--- src/rtl/ram_dat_line_seq_if.sv ---
// Request, fill, evict and data-RAM command/response signals of the line sequencer.
// The master modport is the sequencer side; the slave modport is the surrounding environment.
interface ram_dat_line_seq_if #(
    parameter int WAYS_N = 4,
    parameter int SET_W  = 6,
    parameter int OFF_W  = 2,
    parameter int DAT_W  = 32
);
    logic                     req_vld;
    logic                     req_rdy;
    logic                     req_op;
    logic [WAYS_N-1:0]        req_way;
    logic [SET_W-1:0]         req_set;
    logic                     fill_vld;
    logic                     fill_rdy;
    logic [DAT_W-1:0]         fill_dat;
    logic                     evict_vld;
    logic                     evict_rdy;
    logic [DAT_W-1:0]         evict_dat;
    logic                     evict_last;
    logic                     done;
    logic [WAYS_N-1:0]        cmd_en;
    logic [WAYS_N-1:0]        cmd_wen;
    logic [SET_W+OFF_W-1:0]   cmd_addr;
    logic [DAT_W-1:0]         cmd_wdata;
    logic [WAYS_N*DAT_W-1:0]  resp_rdata;

    modport master (
        input  req_vld, req_op, req_way, req_set, fill_vld, fill_dat, evict_rdy, resp_rdata,
        output req_rdy, fill_rdy, evict_vld, evict_dat, evict_last, done,
               cmd_en, cmd_wen, cmd_addr, cmd_wdata
    );

    modport slave (
        output req_vld, req_op, req_way, req_set, fill_vld, fill_dat, evict_rdy, resp_rdata,
        input  req_rdy, fill_rdy, evict_vld, evict_dat, evict_last, done,
               cmd_en, cmd_wen, cmd_addr, cmd_wdata
    );
endinterface

--- src/rtl/ram_dat_line_seq.sv ---
// Line sequencer for the per-way data RAM: FILL streams a refill line into one way/set,
// EVICT reads a line out through a 2-entry skid FIFO under writeback backpressure.
module ram_dat_line_seq #(
    parameter int WAYS_N = 4,
    parameter int SET_W  = 6,
    parameter int OFF_W  = 2,
    parameter int DAT_W  = 32
) (
    input  logic               clk,
    input  logic               rst,
    ram_dat_line_seq_if.master bus
);
    typedef enum logic [1:0] {S_IDLE, S_FILL, S_EVICT} state_t;
    localparam logic [OFF_W-1:0] LAST_IDX = '1;

    state_t            state, state_nxt;
    logic              done_q;
    logic [WAYS_N-1:0] way_q;
    logic [SET_W-1:0]  set_q;
    logic [OFF_W-1:0]  wr_cnt, rd_cnt;
    logic              rd_exh;
    logic              rd_vld_p1, rd_last_p1;
    logic [DAT_W-1:0]  rd_dat_p1;
    logic [1:0]        occ;
    logic [DAT_W-1:0]  fifo_dat [2];
    logic              fifo_last [2];
    logic              req_hs, fill_hs, pop, push, issue;
    logic [2:0]        slots_used;

    always_comb begin
        req_hs     = (state == S_IDLE) && bus.req_vld;
        fill_hs    = (state == S_FILL) && bus.fill_vld;
        pop        = (occ != 2'd0) && bus.evict_rdy;
        push       = rd_vld_p1;
        // A read may only issue if its word is guaranteed a FIFO slot when it returns.
        slots_used = {1'b0, occ} + {2'b0, rd_vld_p1} - {2'b0, pop};
        issue      = (state == S_EVICT) && !rd_exh && (slots_used < 3'd2);
    end

    always_comb begin
        rd_dat_p1 = '0;
        for (int g = 0; g < WAYS_N; g++) begin
            if (way_q[g]) rd_dat_p1 = rd_dat_p1 | bus.resp_rdata[g*DAT_W +: DAT_W];
        end
    end

    always_ff @(posedge clk) begin
        if (rst) begin
            state  <= S_IDLE;
            done_q <= 1'b0;
        end else begin
            state  <= state_nxt;
            done_q <= (state != S_IDLE) && (state_nxt == S_IDLE);
        end
    end

    always_comb begin
        state_nxt = state;
        case (state)
            S_IDLE:  if (req_hs) state_nxt = bus.req_op ? S_EVICT : S_FILL;
            S_FILL:  if (fill_hs && (wr_cnt == LAST_IDX)) state_nxt = S_IDLE;
            S_EVICT: if (pop && fifo_last[0]) state_nxt = S_IDLE;
            default: state_nxt = S_IDLE;
        endcase
    end

    always_comb begin
        bus.req_rdy    = (state == S_IDLE);
        bus.fill_rdy   = (state == S_FILL);
        bus.done       = done_q;
        bus.cmd_en     = '0;
        bus.cmd_wen    = '0;
        bus.cmd_addr   = '0;
        bus.cmd_wdata  = '0;
        bus.evict_vld  = (occ != 2'd0);
        bus.evict_dat  = (occ != 2'd0) ? fifo_dat[0] : '0;
        bus.evict_last = (occ != 2'd0) && fifo_last[0];
        if (fill_hs) begin
            bus.cmd_en    = way_q;
            bus.cmd_wen   = way_q;
            bus.cmd_addr  = {set_q, wr_cnt};
            bus.cmd_wdata = bus.fill_dat;
        end else if (issue) begin
            bus.cmd_en   = way_q;
            bus.cmd_addr = {set_q, rd_cnt};
        end
    end

    // p0 -> p1: read issued this cycle, response data arrives next cycle
    always_ff @(posedge clk) begin
        if (rst) begin
            wr_cnt    <= '0;
            rd_cnt    <= '0;
            rd_exh    <= 1'b0;
            rd_vld_p1 <= 1'b0;
            occ       <= 2'd0;
        end else begin
            if (req_hs) begin
                wr_cnt <= '0;
                rd_cnt <= '0;
                rd_exh <= 1'b0;
            end
            if (fill_hs) wr_cnt <= wr_cnt + 1'b1;
            if (issue) begin
                rd_cnt <= rd_cnt + 1'b1;
                if (rd_cnt == LAST_IDX) rd_exh <= 1'b1;
            end
            rd_vld_p1 <= issue;
            occ       <= occ + {1'b0, push} - {1'b0, pop};
        end
    end

    // p1 -> FIFO: response word enters the skid buffer behind any held entry
    always_ff @(posedge clk) begin
        if (req_hs) begin
            way_q <= bus.req_way;
            set_q <= bus.req_set;
        end
        if (issue) rd_last_p1 <= (rd_cnt == LAST_IDX);
        if (push && pop) begin
            if (occ == 2'd2) begin
                fifo_dat[0]  <= fifo_dat[1];
                fifo_last[0] <= fifo_last[1];
                fifo_dat[1]  <= rd_dat_p1;
                fifo_last[1] <= rd_last_p1;
            end else begin
                fifo_dat[0]  <= rd_dat_p1;
                fifo_last[0] <= rd_last_p1;
            end
        end else if (pop) begin
            fifo_dat[0]  <= fifo_dat[1];
            fifo_last[0] <= fifo_last[1];
        end else if (push) begin
            if (occ == 2'd0) begin
                fifo_dat[0]  <= rd_dat_p1;
                fifo_last[0] <= rd_last_p1;
            end else begin
                fifo_dat[1]  <= rd_dat_p1;
                fifo_last[1] <= rd_last_p1;
            end
        end
    end

    a_req_way_onehot: assert property (@(posedge clk) disable iff (rst)
        (bus.req_vld && bus.req_rdy) |-> $onehot(bus.req_way));
endmodule

--- src/flat_wrapper.sv ---
// flat-port wrapper written by rule: the top's interface ports become plain ports
module ram_dat_line_seq_flat 
#(
    parameter int WAYS_N = 4,
    parameter int SET_W  = 6,
    parameter int OFF_W  = 2,
    parameter int DAT_W  = 32
)
  (clk, rst, bus_req_vld, bus_req_op, bus_req_way, bus_req_set, bus_fill_vld, bus_fill_dat, bus_evict_rdy, bus_resp_rdata, bus_req_rdy, bus_fill_rdy, bus_evict_vld, bus_evict_dat, bus_evict_last, bus_done, bus_cmd_en, bus_cmd_wen, bus_cmd_addr, bus_cmd_wdata);
  ram_dat_line_seq_if #(.WAYS_N(WAYS_N), .SET_W(SET_W), .OFF_W(OFF_W), .DAT_W(DAT_W)) bus_i ();
  input  logic clk;
  input  logic rst;
  input wire logic [$bits(bus_i.req_vld)-1:0] bus_req_vld;
  input wire logic [$bits(bus_i.req_op)-1:0] bus_req_op;
  input wire logic [$bits(bus_i.req_way)-1:0] bus_req_way;
  input wire logic [$bits(bus_i.req_set)-1:0] bus_req_set;
  input wire logic [$bits(bus_i.fill_vld)-1:0] bus_fill_vld;
  input wire logic [$bits(bus_i.fill_dat)-1:0] bus_fill_dat;
  input wire logic [$bits(bus_i.evict_rdy)-1:0] bus_evict_rdy;
  input wire logic [$bits(bus_i.resp_rdata)-1:0] bus_resp_rdata;
  output wire logic [$bits(bus_i.req_rdy)-1:0] bus_req_rdy;
  output wire logic [$bits(bus_i.fill_rdy)-1:0] bus_fill_rdy;
  output wire logic [$bits(bus_i.evict_vld)-1:0] bus_evict_vld;
  output wire logic [$bits(bus_i.evict_dat)-1:0] bus_evict_dat;
  output wire logic [$bits(bus_i.evict_last)-1:0] bus_evict_last;
  output wire logic [$bits(bus_i.done)-1:0] bus_done;
  output wire logic [$bits(bus_i.cmd_en)-1:0] bus_cmd_en;
  output wire logic [$bits(bus_i.cmd_wen)-1:0] bus_cmd_wen;
  output wire logic [$bits(bus_i.cmd_addr)-1:0] bus_cmd_addr;
  output wire logic [$bits(bus_i.cmd_wdata)-1:0] bus_cmd_wdata;
  assign bus_i.req_vld = bus_req_vld;
  assign bus_i.req_op = bus_req_op;
  assign bus_i.req_way = bus_req_way;
  assign bus_i.req_set = bus_req_set;
  assign bus_i.fill_vld = bus_fill_vld;
  assign bus_i.fill_dat = bus_fill_dat;
  assign bus_i.evict_rdy = bus_evict_rdy;
  assign bus_i.resp_rdata = bus_resp_rdata;
  assign bus_req_rdy = bus_i.req_rdy;
  assign bus_fill_rdy = bus_i.fill_rdy;
  assign bus_evict_vld = bus_i.evict_vld;
  assign bus_evict_dat = bus_i.evict_dat;
  assign bus_evict_last = bus_i.evict_last;
  assign bus_done = bus_i.done;
  assign bus_cmd_en = bus_i.cmd_en;
  assign bus_cmd_wen = bus_i.cmd_wen;
  assign bus_cmd_addr = bus_i.cmd_addr;
  assign bus_cmd_wdata = bus_i.cmd_wdata;
  ram_dat_line_seq #(.WAYS_N(WAYS_N), .SET_W(SET_W), .OFF_W(OFF_W), .DAT_W(DAT_W)) u_core (.clk(clk), .rst(rst), .bus(bus_i));
endmodule
--- config.mk ---
export PLATFORM = sky130hd
export DESIGN_NAME = ram_dat_line_seq_flat
export DESIGN_NICKNAME = d
export VERILOG_FILES = /design/src/rtl/ram_dat_line_seq_if.sv /design/src/rtl/ram_dat_line_seq.sv /design/src/flat_wrapper.sv
export SDC_FILE = /design/constraint.sdc
export NUM_CORES = 1
export LEC_CHECK = 0
export CAP_MARGIN = 10
export CORE_UTILIZATION = 40
export CTS_BUF_LIST = sky130_fd_sc_hd__clkbuf_8
export CTS_CLUSTER_DIAMETER = 50
export DETAILED_ROUTE_END_ITERATION = 8
export PLACE_DENSITY_LB_ADDON = 0.2
export SLEW_MARGIN = 20
export SYNTH_ARGS = -nofsm -noshare
export SYNTH_HDL_FRONTEND = slang
export SYNTH_SLANG_ARGS = --single-unit
--- constraint.sdc ---
create_clock -name clk -period 5 [get_ports clk]
set_clock_uncertainty 0.2 [all_clocks]
set_input_delay 1.5 -clock clk [delete_from_list [all_inputs] [get_ports clk]]
set_output_delay 1.5 -clock clk [all_outputs]
set_load 0.1 [all_outputs]
==> run_results.csv, run 1 <==
group,metric,value,unit
place,port_buffers,260,
floorplan,initial_utilization,41.09,%
detailed_routing,vias,3947,
global_route,grt_pass1_vias,4174,
global_route,grt-ovfl-total,0,
detailed_routing,wl,14.28,mm
sta,finalHoldViolCount,0,
place,place_area,7861,um2
layout,layout.filler_cells,781,
sta,final.setup.worst_slack,-0.06641,ns
detailed_routing,routedWlPerCell,18.28,um
run_status,outcome,"finished with violations",
global_route,grt_max_degree,43,
worst_setup_path,cp-start-kind,"input port",
synth,synth_flop_cell,"edfxtp_1",
floorplan,die_w,110.5,um
floorplan,coreArea,11470,um2
worst_setup_path,crit_arrival,3.37,ns
sta,period_needed,5.066,ns
run,cap_viol_max_count,0,
clock_network,cts_tree,"yes",
synth,synth_top_cell_area_share,49.07,%
clock_network,cts.sinks,88,
sta,tightest_slew,1.054,ns
power,ir_drop,151.8,uV
synth,synth_nets,558,
layout,post-route-cell-area,8109,um2
detailed_routing,drtPass1Iterations,4,
place,gp_congestion,0.7970,
layout,layout-drive-gt1-share,27.27,%
clock_network,cts_hold_buf,0,
synth,yosys.area.top_type,"edfxtp_1",
place,dpl_worst_slack,-0.7828,ns
sta,fin_crit_sh,101.3,%
synth,syn_inst,378,
layout,area_growth,72.09,%
global_route,grt_usage,23.52,%
floorplan,rows,39,
clock_network,cts_made_buffers,9,
clock_network,h-tree-depth,3,
power,cellPowerDensity,231.8,nW/um2
floorplan,dieArea,12220,um2
power,p_leak,3.195,nW
worst_setup_path,cp-end-kind,"output port",
sta,rsz0062_at_grt,"true",
detailed_routing,viasPerCell,5.054,
place,dp_hpwl,10.78,mm
synth,ys_ff_latch,88,
synth,ys_types,43,
layout,final_nets,813,
sta,slew_viol_final,0,
synth,synthArstFlopShare,0,%
floorplan,ios,261,
sta,fmax,197.4,MHz
worst_setup_path,critPathKind,"in2out",
synth,synth.avg_cell_area,12.47,um2
synth,synth.area.top_cells,"edfxtp_1 49%, a22oi_1 10%, and2_1 9.2%, mux2_4 6.4%, dfxtp_1 4.7%",
sta,relSlewSlack,29.54,%
worst_setup_path,worstPathMaxFanout,3,
clock_network,cts_root_buf,"clkbuf_8",
worst_setup_path,worstPathRequired,3.30,ns
synth,ys_warn_count,0,
clock_network,clk_pin_slew,0.09,ns
detailed_routing,drcViolationCount,0,
hold_path,hold_path.class,"reg2reg",
run_status,violations,"negative setup slack",
global_route,antenna_found_initial,0,
layout,num_antenna_cells,0,
clock_network,ctsLongestPathBuffers,2,
detailed_routing,ant_nets,0,
clock_network,clk_latency,0.36,ns
detailed_routing,drt-initial-drc-count,198,
synth,yosysSeqAreaShare,53.74,%
floorplan,die_h,110.5,um
synth,synth_edf_count,77,
global_route,grt_pass1_wl,22.14,mm
synth,netlist_area,4712,um2
sta,final-setup-viol-count,12,
sta,holdWs,0.2601,ns
## worst max-delay path, cell delays in order
cell and delay [ns]:
buf_6 0.07, nand3b_1 0.08, o21ai_1 0.11, ha_2 0.19
inv_2 0.04, fa_1 0.47, and4bb_4 0.23, buf_6 0.11
and2_4 0.14, a22o_4 0.25, buf_12 0.16
## state kept, by name, summed over array words and instances (netlist names)
signal / count
u_core.rd_cnt: 2
u_core.rd_last_p1: 1
u_core.set_q: 6
u_core.state: 2
u_core.fifo_dat: 64
u_core.fifo_last: 2
u_core.push: 1
u_core.occ: 2
u_core.way_q: 4
u_core.rd_exh: 1
u_core.bus.done: 1
u_core.wr_cnt: 2
## cell usage after synthesis (4+ instances only)
cell type,count
mux2_2,15
nor2b_1,13
nand2_1,34
inv_1,6
and2_1,69
dfxtp_1,11
mux2_4,20
nor2_1,4
edfxtp_1,77
buf_6,9
a22oi_1,64
buf_2,17
## cell families after synthesis
logic type      synth area share, %
fa+ha+maj                     1.222
mux                           9.958
flops                         53.74
simple gates                  17.07
compound gates                12.69
xor+xnor                     0.3453
buf+inv                       4.966
## what timing repair did
| item | in CTS | in global routing |
|---|---|---|
| hold endpoints to repair | 0 | 0 |
| pin swaps | 4 | 1 |
| buffers inserted | 3 | 0 |
| setup endpoints to repair | 12 | 12 |
| resized for setup | 7 | 0 |
## final timing paths
check / slack [ns] / startpoint / end / depth (start not counted)
min reg2reg: 0.26 / u_core.rd_last_p1 / u_core.fifo_last[0][1] / 0
min: 0.26 / u_core.rd_last_p1 / u_core.fifo_last[0][1] / 0
max reg2reg: 2.13 / u_core.occ[1] / u_core.fifo_dat[0][37] / 3
max: -0.07 / bus_evict_rdy / bus_cmd_addr[0] / 11
## cell usage in the layout, fill, tap and decap left out, types with 2 or more instances in the layout
| cell | n |
|---|---|
| clkdlybuf4s50_1 | 176 |
| edfxtp_1 | 77 |
| and2_1 | 69 |
| a22oi_1 | 64 |
| buf_12 | 50 |
| buf_4 | 47 |
| nand2_1 | 34 |
| mux2_4 | 20 |
| mux2_2 | 15 |
| dfxtp_1 | 11 |
| nor2b_4 | 10 |
| clkbuf_8 | 9 |
| inv_1 | 6 |
| nor2_1 | 4 |
| nor2b_1 | 3 |
| a21oi_1 | 3 |
| a22o_4 | 2 |
| ha_1 | 2 |
| inv_6 | 2 |
| clkinvlp_4 | 2 |
| buf_6 | 2 |
## stage by stage
step / utilization (%) / TNS [ns] / cells / power [mW]
3_3_place_gp: 68.55 / -8.182 / 762 / 1.383
6_report: 70.71 / -0.3643 / 781 / 1.880
2_1_floorplan: - / -1.029 / 378 / 1.149
3_5_place_dp: 68.55 / -8.802 / 762 / 1.392
4_1_cts: 70.71 / -0.3821 / 781 / 1.889
5_1_grt: 70.71 / -1.456 / 781 / 1.948
## power breakdown
group	total (mW)	internal [mW]	switching [mW]	leakage, nW
Sequential	0.841	0.825	0.0162	0.790
Clock	0.498	0.232	0.266	0.0974
Combinational	0.541	0.254	0.287	2.31
## layer usage
layer | global-route usage (%) | part of all wire (%) | vias to the layer above | wire length [um]
met5 | 0 | 0 | - | 0
met4 | 7.556 | 1.7 | 0 | 246
met3 | 7.684 | 8.1 | 20 | 1155
met2 | 43.19 | 53 | 178 | 7561
met1 | 25.29 | 37 | 1854 | 5315
li1 | - | - | 1895 | -
## cell type report
type | count | area, um2 | area share [%]
timing repair buffer | 275 | 3138 | 38.70
sequential | 88 | 2532 | 31.23
multi-input combinational | 253 | 2042 | 25.18
tap | 143 | 178.9 | 2.206
clock buffer | 9 | 123.9 | 1.528
clock inverter | 7 | 71.32 | 0.8795
inverter | 6 | 22.52 | 0.2777
Note: power is estimated with default switching activity, not from simulation.
==> inputs of run 2 (changes only) <==
--- a/config.mk
+++ b/config.mk
@@ -10,6 +10,7 @@
 export CTS_BUF_LIST = sky130_fd_sc_hd__clkbuf_8
 export CTS_CLUSTER_DIAMETER = 50
 export DETAILED_ROUTE_END_ITERATION = 8
+export GPL_TIMING_DRIVEN = 0
 export PLACE_DENSITY_LB_ADDON = 0.2
 export SLEW_MARGIN = 20
 export SYNTH_ARGS = -nofsm -noshare
==> run 2 against run 1 <==
  * The run still ends with negative setup slack left
  * Core utilization fell by 0.81 points
  * Final area fell by 1.1%
  * Setup slack improved by 0.010 ns
  * Critical path depth did not move
  * Sequential share of layout area rose by 0.36 points
  * Register-to-register slack improved by 0.31 ns
  * Die area did not move
  * Global-route usage rose by 0.69 points
  * Critical path type unchanged
  * Critical endpoint is now bus_cmd_addr[4]
  * Largest cell class unchanged
==> run_results.csv, run 2 (synthesis gave the netlist of run 1 again) <==
group,metric,value,unit
run_status,outcome,"finished with violations",
run_status,violations,"negative setup slack",
clock_network,clk_pin_slew,0.09,ns
detailed_routing,wl,14.60,mm
sta,final.setup.worst_slack,-0.05595,ns
clock_network,ctsLongestPathBuffers,2,
detailed_routing,ant_nets,0,
worst_setup_path,rr_startpoint,"u_core.occ[1]",
layout,layout-drive-gt1-share,24.36,%
place,dp_hpwl,11.08,mm
worst_setup_path,worstPathCellList,"buf_8 -> nand3b_1 -> o21ai_1 -> ha_2 -> inv_2 -> fa_1 -> and4bb_4 -> a21oi_4 -> buf_12 -> nor2b_4 -> buf_12",
hold_path,hold_path.class,"reg2reg",
sta,relSlewSlack,29.53,%
floorplan,rows,39,
detailed_routing,viasPerCell,5.220,
detailed_routing,vias,4197,
clock_network,cts.sinks,88,
place,place_area,7617,um2
detailed_routing,drt-initial-drc-count,190,
layout,final_common_cell,"clkdlybuf4s50_1",
sta,tightest_slew,1.054,ns
global_route,grt_max_degree,34,
layout,final_cell_mix,"211 x clkdlybuf4s50_1, 77 x edfxtp_1, 69 x and2_1",
worst_setup_path,cpMostUsedCell,"buf_12",
run,cap_viol_max_count,0,
worst_setup_path,crit_arrival,3.36,ns
sta,slew_viol_final,0,
worst_setup_path,critPathKind,"in2out",
clock_network,h-tree-depth,3,
layout,reg.largest.list,"u_core.fifo_dat x64, u_core.set_q x6, u_core.way_q x4",
worst_setup_path,slowest_stage,"fa_1",
floorplan,coreArea,11470,um2
power,p_leak,3.110,nW
worst_setup_path,cp-end-kind,"output port",
global_route,antenna_found_initial,0,
global_route,grt_pass1_wl,23.03,mm
floorplan,initial_utilization,41.09,%
worst_setup_path,cpPeakStageDelay,0.50,ns
power,cellPowerDensity,240.1,nW/um2
hold_path,min_to,"u_core.fifo_last[0][1]",
worst_setup_path,rrSetupSlack,2.44,ns
layout,post-route-cell-area,8016,um2
hold_path,worstHoldStart,"u_core.rd_last_p1",
floorplan,dieArea,12220,um2
place,gp_congestion,0.8178,
worst_setup_path,worstPathMaxFanout,6,
floorplan,die_h,110.5,um
global_route,grt_pass1_vias,4505,
power,ir_drop,255.7,uV
sta,final-setup-viol-count,10,
clock_network,clk_latency,0.36,ns
sta,setup_tns,-0.2579,ns
clock_network,cts_root_buf,"clkbuf_8",
global_route,grt-ovfl-total,0,
detailed_routing,drcViolationCount,0,
layout,area_growth,70.13,%
sta,period_needed,5.056,ns
sta,finalHoldViolCount,0,
detailed_routing,drtPass1Iterations,4,
floorplan,ios,261,
clock_network,cts_tree,"yes",
layout,largest_register,"u_core.fifo_dat",
clock_network,cts_made_buffers,9,
clock_network,cts_hold_buf,0,
worst_setup_path,worstPathRequired,3.30,ns
detailed_routing,routedWlPerCell,18.16,um
worst_setup_path,cp-start-kind,"input port",
sta,rsz0062_at_grt,"true",
sta,fmax,197.8,MHz
power,finalPower,1.925,mW
layout,largest_register_ffs,64,
worst_setup_path,r2r-end,"u_core.rd_cnt[0]",
hold_path,hold_depth,0,
layout,num_antenna_cells,0,
worst_setup_path,reg2reg_depth,9,
floorplan,die_w,110.5,um
sta,fin_crit_sh,101.1,%
layout,final_nets,836,
place,port_buffers,260,
global_route,grt_usage,24.21,%
==> run 2: routing by layer <==
metal | vias up | global-route usage [%] | wire (um)
met2 | 188 | 46.17 | 7953
met4 | 0 | 5.867 | 195
met5 | - | 0 | 0
met3 | 17 | 6.367 | 955
met1 | 2041 | 26.34 | 5499
li1 | 1951 | - | -
==> run 2: where the power goes <==
| group | internal [mW] | leakage, nW | switching (mW) | total, mW |
|---|---|---|---|---|
| sequential | 0.825 | 0.790 | 0.00626 | 0.831 |
| clock | 0.282 | 0.113 | 0.267 | 0.549 |
| combinational | 0.247 | 2.21 | 0.297 | 0.545 |
==> run 2: stage by stage <==
stage | utilization [%] | hold WS, ns | setup WS (ns) | cells
2_1_floorplan | - | 0.2222 | -0.1029 | 378
3_3_place_gp | 66.18 | 0.2325 | -1.640 | 781
3_5_place_dp | 66.43 | 0.2417 | -1.687 | 782
4_1_cts | 70.40 | 0.2626 | -0.08891 | 803
5_1_grt | 69.91 | 0.2791 | -0.1733 | 804
6_report | 69.91 | 0.2546 | -0.05595 | 804
==> run 2: layout make-up <==
class                      instances  area (um2)
fill                             866        3451
timing repair buffer             267        2798
sequential                        88        2532
multi-input combinational        253        2053
buffer                            31       211.5
tap                              143       178.9
clock buffer                       9       123.9
clock inverter                     7       96.34
inverter                           6       22.52
==> run 2: worst max-delay path by stage <==
stage | slack, ns | cells after the start | from | to
after floorplan | -0.10 | 8 | bus_evict_rdy | bus_cmd_addr[2]
after global placement | -1.64 | 10 | bus_evict_rdy | bus_cmd_addr[4]
after detailed placement | -1.69 | 10 | bus_evict_rdy | bus_cmd_addr[3]
after CTS | -0.09 | 11 | bus_evict_rdy | bus_cmd_addr[4]
after global routing | -0.17 | 11 | bus_evict_rdy | bus_cmd_addr[4]
final | -0.06 | 11 | bus_evict_rdy | bus_cmd_addr[4]
==> run 2: timing repair <==
item / in CTS / in global routing
buffers inserted: 5 / 1
gates resized for setup: 226 / 24
setup endpoints to repair: 48 / 27
endpoints found under the hold margin: 0 / 0
pin swaps: 4 / 2
==> run 2: critical path: cells and delay by family <==
family | cells | cell delay (ns)
compound gates | 2 | 0.18
buf+inv | 4 | 0.46
simple gates | 3 | 0.52
fa+ha+maj | 2 | 0.69
